### src/rtl/alu_mac_acc.sv
// alu_mac_acc -- multiply-accumulate back end.
// Sums a programmed number of unsigned 10-bit products into a saturating
// ACC_W-bit accumulator. The overflow flag is sticky for the whole job.
// The result is held under a valid/ready handshake.
module alu_mac_acc #(
   parameter int ACC_W = 16
) (
   input  logic             clk,
   input  logic             rst,
   input  logic             start,
   input  logic [3:0]       term_count,
   input  logic [9:0]       product,
   input  logic             in_valid,
   output logic             in_ready,
   output logic [ACC_W-1:0] acc_out,
   output logic             out_valid,
   input  logic             out_ready,
   output logic             overflow,
   output logic             busy
);

   typedef enum logic [1:0] {
      IDLE  = 2'd0,
      ACCUM = 2'd1,
      DONE  = 2'd2
   } state_t;

   state_t           state_r;
   state_t           state_nxt_s;
   logic [ACC_W-1:0] acc_r;
   logic [ACC_W-1:0] acc_nxt_s;
   logic             ovf_r;
   logic             ovf_nxt_s;
   logic [3:0]       rem_r;
   logic [3:0]       rem_nxt_s;
   logic             in_ready_r;
   logic             out_valid_r;
   logic             busy_r;
   logic [ACC_W:0]   sat_s;

   // Saturating add. The MSB of the result flags that the sum was clipped.
   // The low ACC_W bits are the clipped sum.
   function automatic logic [ACC_W:0] sat_add(input logic [ACC_W-1:0] a,
                                              input logic [9:0]       b);
      logic [ACC_W:0] sum_v;
      sum_v = {1'b0, a} + {{(ACC_W-9){1'b0}}, b};
      if (sum_v[ACC_W]) begin
         return {1'b1, {ACC_W{1'b1}}};
      end else begin
         return {1'b0, sum_v[ACC_W-1:0]};
      end
   endfunction

   // Next-state and datapath update for the IDLE/ACCUM/DONE job sequencer.
   always_comb begin
      state_nxt_s = state_r;
      acc_nxt_s   = acc_r;
      ovf_nxt_s   = ovf_r;
      rem_nxt_s   = rem_r;
      sat_s       = sat_add(acc_r, product);
      case (state_r)
         IDLE: begin
            if (start) begin
               acc_nxt_s = {ACC_W{1'b0}};
               ovf_nxt_s = 1'b0;
               if (term_count != 4'd0) begin
                  rem_nxt_s   = term_count;
                  state_nxt_s = ACCUM;
               end else begin
                  rem_nxt_s   = 4'd0;
                  state_nxt_s = DONE;
               end
            end else begin
               state_nxt_s = IDLE;
            end
         end
         ACCUM: begin
            // In ACCUM in_ready is high, so in_valid alone marks a transfer.
            if (in_valid) begin
               acc_nxt_s = sat_s[ACC_W-1:0];
               ovf_nxt_s = ovf_r | sat_s[ACC_W];
               rem_nxt_s = rem_r - 4'd1;
               if (rem_r == 4'd1) begin
                  state_nxt_s = DONE;
               end else begin
                  state_nxt_s = ACCUM;
               end
            end else begin
               state_nxt_s = ACCUM;
            end
         end
         DONE: begin
            if (out_ready) begin
               state_nxt_s = IDLE;
            end else begin
               state_nxt_s = DONE;
            end
         end
         default: begin
            state_nxt_s = IDLE;
            acc_nxt_s   = {ACC_W{1'b0}};
            ovf_nxt_s   = 1'b0;
            rem_nxt_s   = 4'd0;
         end
      endcase
   end

   // State, datapath and registered status outputs. Reset wins over everything.
   always_ff @(posedge clk) begin
      if (rst) begin
         state_r     <= IDLE;
         acc_r       <= {ACC_W{1'b0}};
         ovf_r       <= 1'b0;
         rem_r       <= 4'd0;
         in_ready_r  <= 1'b0;
         out_valid_r <= 1'b0;
         busy_r      <= 1'b0;
      end else begin
         state_r     <= state_nxt_s;
         acc_r       <= acc_nxt_s;
         ovf_r       <= ovf_nxt_s;
         rem_r       <= rem_nxt_s;
         in_ready_r  <= (state_nxt_s == ACCUM);
         out_valid_r <= (state_nxt_s == DONE);
         busy_r      <= (state_nxt_s != IDLE);
      end
   end

   assign in_ready  = in_ready_r;
   assign out_valid = out_valid_r;
   assign busy      = busy_r;
   assign acc_out   = acc_r;
   assign overflow  = ovf_r;

endmodule

### config.mk
export PLATFORM = sky130hd
export DESIGN_NAME = alu_mac_acc
export DESIGN_NICKNAME = d
export VERILOG_FILES = /design/src/rtl/alu_mac_acc.sv
export SDC_FILE = /design/constraint.sdc
export NUM_CORES = 1
export LEC_CHECK = 0
export ABC_AREA = 0
export CORE_MARGIN = 4
export CORE_UTILIZATION = 54
export DETAILED_ROUTE_END_ITERATION = 10
export PLACE_DENSITY = 0.85
export REMOVE_ABC_BUFFERS = 1
export SLEW_MARGIN = 20
export SYNTH_ARGS = -nofsm -noshare
export SYNTH_HDL_FRONTEND = slang
export SYNTH_SLANG_ARGS = --single-unit
### constraint.sdc
create_clock -name clk -period 6.1 [get_ports clk]
set_input_delay 1.22 -clock clk [delete_from_list [all_inputs] [get_ports clk]]
set_output_delay 1.22 -clock clk [all_outputs]
set_load 0.1 [all_outputs]
==> impl_metrics.json, run 1 <==
{
  "status": "completed",
  "ios": 39,
  "skew_ns": 0.002868,
  "start_util_pct": 56.83,
  "worstMarginPinSlew_ns": 0.9739,
  "grt_pass1_wl_mm": 7.113,
  "synth.distinct_cells": 54,
  "routedWlPerCell_microns": 14.12,
  "post_cts_buffers": 0,
  "hp-class": "flip-flop to flip-flop",
  "antenna_found_initial": 0,
  "hold_viol_final": 0,
  "setup_viol": 0,
  "rsz0062_at_grt": "no",
  "row_count": 20,
  "synth-edff-count": 0,
  "wirelength_mm": 4.024,
  "worstPathArrival_ns": 3.54,
  "n_antenna_cell": 0,
  "cap_violations": 0,
  "nNetsFinal": 275,
  "syn_avg_cell_area_sq_um": 8.410,
  "grt_max_degree": 20,
  "maxSlewViolCount": 0,
  "drc_errors": 0,
  "syn_to_final_growth_pct": 23.10,
  "placed_cells": 282,
  "fmax_mhz": 302.0,
  "grt-ovfl-total": 0,
  "required_ns": 6.33,
  "tritoncts": "done",
  "endpoint_kind": "flip-flop",
  "path_clk_slew_ns": 0.13,
  "slowest_stage": "fa_1",
  "async_flop_share_pct": 0,
  "dieArea_sq_um": 4214,
  "start_kind": "input port",
  "die_h_microns": 64.92,
  "first_pass_iters": 4,
  "cts.repair.resized": 0,
  "cts_made_buffers": 3,
  "pwr_density_cell_nw_per_um2": 180.0,
  "core_area_sq_um": 3078,
  "crit_type": "input port to flip-flop",
  "vias": 1664,
  "ys.flop_type": "dfxtp_1",
  "total_power_mw": 0.3877,
  "via_per_inst": 5.839,
  "cts.path.max_buffers": 2,
  "cts_root_buf": "clkbuf_4",
  "synth_seq_area_share_pct": 29.76,
  "final.period_utilization_pct": 54.28,
  "grt_pass1_vias": 1553,
  "cpPeakStageDelay_ns": 0.45,
  "syn-cell-area_sq_um": 1749,
  "p_leak_nw": 0.8488,
  "ctsHtreeMaxLevel": 1,
  "drt.antenna.violating_nets": 0,
  "path_cells": "clkdlybuf4s50_1 > ha_1 > fa_1 > a211oi_2 > o21a_1 > o2bb2ai_2 > and2_1 > a221o_1",
  "die_w_microns": 64.92,
  "slew_headroom_pct": 34.87,
  "dp_hpwl_mm": 3.060,
  "cts.sinks": 26,
  "timing.hold.ws_ns": 0.4694,
  "layout_min_cycle_time_ns": 3.311,
  "yosys_warnings": 0,
  "drt_iter0_drc": 115,
  "place.gp.congestion": 0.8660,
  "layoutNonFillerInstCount": 285,
  "layout-drive-gt1-share_pct": 7.469,
  "ir_drop_mv": 0.1290,
  "cts_hold_buf": 0,
  "cp_max_fo": 11,
  "grt.total_usage_pct": 20.59,
  "synthCells": 208,
  "portBuffers": 38,
  "fin_setup_tns_ns": 0,
  "clk_latency_ns": 0.33,
  "synth.ff_latch_count": 26
}
flip-flops by register name, summed over array words and instances (netlist names):
name / cells
acc_out: 16
overflow: 1
out_valid: 1
in_ready: 1
rem_r: 4
state_r: 2
busy: 1
synthesized netlist by cell type, types with 3 or more instances:
cell type / number / share of area, %
o21a_1: 3 / 1.3
a211oi_1: 3 / 1.3
a21o_1: 4 / 1.7
xnor2_1: 5 / 2.5
dfxtp_1: 26 / 30
nor2_1: 17 / 3.6
or3_1: 3 / 1.1
xor2_1: 4 / 2.0
o211ai_1: 5 / 2.1
nand3_1: 9 / 2.6
buf_2: 4 / 1.1
nand2_1: 21 / 4.5
ha_1: 12 / 8.6
inv_1: 4 / 0.86
o21ai_0: 13 / 3.7
nor3_1: 9 / 2.6
a21oi_1: 19 / 5.4
a221o_1: 3 / 1.7
worst max-delay path, delay by kind of cell:
kind,cells,cell delay (ns)
compound gates,4,0.96
fa+ha+maj,2,0.71
buf+inv,1,0.40
simple gates,1,0.24
layout make-up:
| class | count | area, sq um |
|---|---|---|
| Tap cell | 44 | 55.05 |
| Clock buffer | 3 | 22.52 |
| Multi-Input combinational cell | 170 | 1160 |
| Fill cell | 263 | 924.6 |
| Timing Repair Buffer | 38 | 380.4 |
| Inverter | 4 | 15.01 |
| Sequential cell | 26 | 520.5 |
worst paths after layout:
kind	startpoint	to	slack (ns)	depth (start not counted)
setup / recovery	product[0]	acc_out[8]$_SDFFE_PP0P_	2.79	8
hold reg to reg	acc_out[2]$_SDFFE_PP0P_	acc_out[2]$_SDFFE_PP0P_	0.47	2
hold / removal	acc_out[2]$_SDFFE_PP0P_	acc_out[2]$_SDFFE_PP0P_	0.47	2
setup reg to reg	acc_out[0]$_SDFFE_PP0P_	acc_out[8]$_SDFFE_PP0P_	3.75	7
per-stage QoR:
step | setup slack (ns) | instance area, sq um | util [%]
2_1_floorplan | 3.068 | 1695 | -
3_3_place_gp | 2.537 | 2131 | 69.23
3_5_place_dp | 2.461 | 2131 | 69.23
4_1_cts | 2.828 | 2153 | 69.96
5_1_grt | 2.693 | 2153 | 69.96
6_report | 2.789 | 2153 | 69.96
metal layers:
metal  wire, microns  GRT usage, %
met5               0             0
met4              42         3.694
met3             239         4.159
met2            1735         30.91
met1            2007         30.43
power by group:
part	leakage (nW)	switching [mW]	internal, mW	total (mW)
Sequential	0.212	0.00871	0.178	0.187
Combinational	0.623	0.0810	0.0469	0.128
Clock	0.0138	0.0495	0.0232	0.0728
Total	0.849	0.139	0.248	0.388
cell families after synthesis:
logic type,Yosys count,synth area share [%]
and+or+nand+nor,79,23.39
AOI/OAI and AO/OA,69,28.68
DFF,26,29.76
adders and majority gates,13,9.728
buffers and inverters,12,3.934
xor gates and xnor gates,9,4.506
layout by cell type (no fill, tap or decap), types with 4 or more instances in the layout:
master           instances
a21oi_1                 19
nor2_1                  17
dfxtp_1                 26
nor3_1                   9
ha_1                    12
xor2_1                   4
o21ai_0                 13
clkdlybuf4s50_1         38
inv_1                    4
nand3_1                  9
nand2_1                 21
xnor2_1                  5
o211ai_1                 5
a21o_1                   4
Note: power is estimated with default switching activity, not from simulation.
==> inputs of run 2 (changes only) <==
CORE_UTILIZATION = 50   (was 54)
PLACE_DENSITY = 0.79   (was 0.85)
clock period = 3.44 ns   (was 6.1 ns; I/O delays follow)
==> impl_metrics.json, run 2 (synthesis gave the netlist of run 1 again) <==
{
  "layoutNonFillerInstCount": 289,
  "core_area_sq_um": 3363,
  "drc_errors": 0,
  "first_pass_iters": 4,
  "largest_reg_flops": 16,
  "antenna_found_initial": 0,
  "place.gp.congestion": 0.8180,
  "hp-class": "flip-flop to flip-flop",
  "tritoncts": "done",
  "portBuffers": 38,
  "layout_commonest_cell": "clkdlybuf4s50_1",
  "start_kind": "input port",
  "r2r_setup_slack_ns": 1.16,
  "cts_root_buf": "clkbuf_4",
  "cts_hold_buf": 0,
  "pwr_density_cell_nw_per_um2": 332.3,
  "maxSlewViolCount": 0,
  "required_ns": 3.67,
  "die_h_microns": 67.15,
  "cts.path.max_buffers": 2,
  "dieArea_sq_um": 4508,
  "cp_max_fo": 11,
  "syn_to_final_growth_pct": 23.03,
  "slew_headroom_pct": 35.08,
  "drt.antenna.violating_nets": 0,
  "post_cts_buffers": 0,
  "finalCoreUtilization_pct": 63.99,
  "cts.sinks": 26,
  "routedWlPerCell_microns": 13.85,
  "layout_min_cycle_time_ns": 2.714,
  "path_clk_slew_ns": 0.14,
  "endpoint_kind": "flip-flop",
  "clk_latency_ns": 0.32,
  "placed_cells": 285,
  "worstMarginPinSlew_ns": 0.9708,
  "dp_hpwl_mm": 3.012,
  "grt_pass1_wl_mm": 6.520,
  "fin_setup_tns_ns": 0,
  "vias": 1657,
  "worstPathArrival_ns": 2.95,
  "via_per_inst": 5.734,
  "wirelength_mm": 4.004,
  "cts_made_buffers": 3,
  "hold_viol_final": 0,
  "drt_iter0_drc": 92,
  "fmax_mhz": 368.4,
  "grt_max_degree": 20,
  "grt_pass1_vias": 1484,
  "grt-ovfl-total": 0,
  "mostFrequentLayoutCells": "28 x clkdlybuf4s50_1, 26 x dfxtp_1, 21 x nand2_1",
  "crit_type": "input port to flip-flop",
  "n_antenna_cell": 0,
  "cts.repair.resized": 0,
  "status": "completed",
  "layout-drive-gt1-share_pct": 12.35,
  "ir_drop_mv": 0.2006,
  "final.period_utilization_pct": 78.90,
  "cap_violations": 0,
  "rsz0062_at_grt": "no",
  "total_power_mw": 0.7152,
  "row_count": 21,
  "ctsHtreeMaxLevel": 1,
  "die_w_microns": 67.15,
  "grt.total_usage_pct": 18.27,
  "setup_viol": 0,
  "nNetsFinal": 276,
  "skew_ns": 0.002535,
  "ios": 39,
  "p_leak_nw": 0.8811,
  "start_util_pct": 52.01
}
run 2: path summary, 6_finish.rpt:
kind | start | end | cells past startpoint
max reg2reg | acc_out[0]$_SDFFE_PP0P_ | acc_out[10]$_SDFFE_PP0P_ | 7
min reg2reg | acc_out[0]$_SDFFE_PP0P_ | acc_out[0]$_SDFFE_PP0P_ | 2
min | acc_out[0]$_SDFFE_PP0P_ | acc_out[0]$_SDFFE_PP0P_ | 2
max | product[0] | acc_out[10]$_SDFFE_PP0P_ | 8
run 2: worst max-delay path, stage by stage:
cell and delay [ns]:
clkdlybuf4s50_1 0.40, ha_1 0.25, fa_1 0.44, a211oi_2 0.29, o21a_1 0.21, o2bb2ai_2 0.17
and2_1 0.24, a221o_1 0.26
run 2: per-stage QoR:
| stage | hold WS [ns] | setup WS [ns] | instance area [sq um] |
|---|---|---|---|
| after global placement | 0.4500 | 0.3969 | 2116 |
| after global routing | 0.4941 | 0.5876 | 2152 |
| final | 0.4685 | 0.7258 | 2152 |
| after floorplan | 0.4613 | 0.8091 | 1695 |
| after CTS | 0.4756 | 0.7245 | 2152 |
| after detailed placement | 0.4523 | 0.3432 | 2116 |
run 2: where the power goes:
| group | total (mW) | leakage (nW) | internal, mW | switching, mW |
|---|---|---|---|---|
| logic | 0.227 | 0.648 | 0.0842 | 0.143 |
| clock network | 0.156 | 0.0210 | 0.0648 | 0.0912 |
| registers | 0.332 | 0.212 | 0.316 | 0.0156 |
run 2: layout make-up:
cell class,count,area [sq um]
fill,312,1211
multi-input combinational,170,1160
sequential,26,520.5
timing repair buffer,39,362.8
tap,46,57.56
clock buffer,4,36.28
inverter,4,15.01
run 2: per-layer routing:
layer  global-route usage [%]  vias up  share of wire (%)
met5                        0        -                  0
met4                    3.038        0               0.70
met3                    4.160        5                6.6
met2                    27.73       51                 43
met1                    26.68      754                 50
li1                         -      847                  -
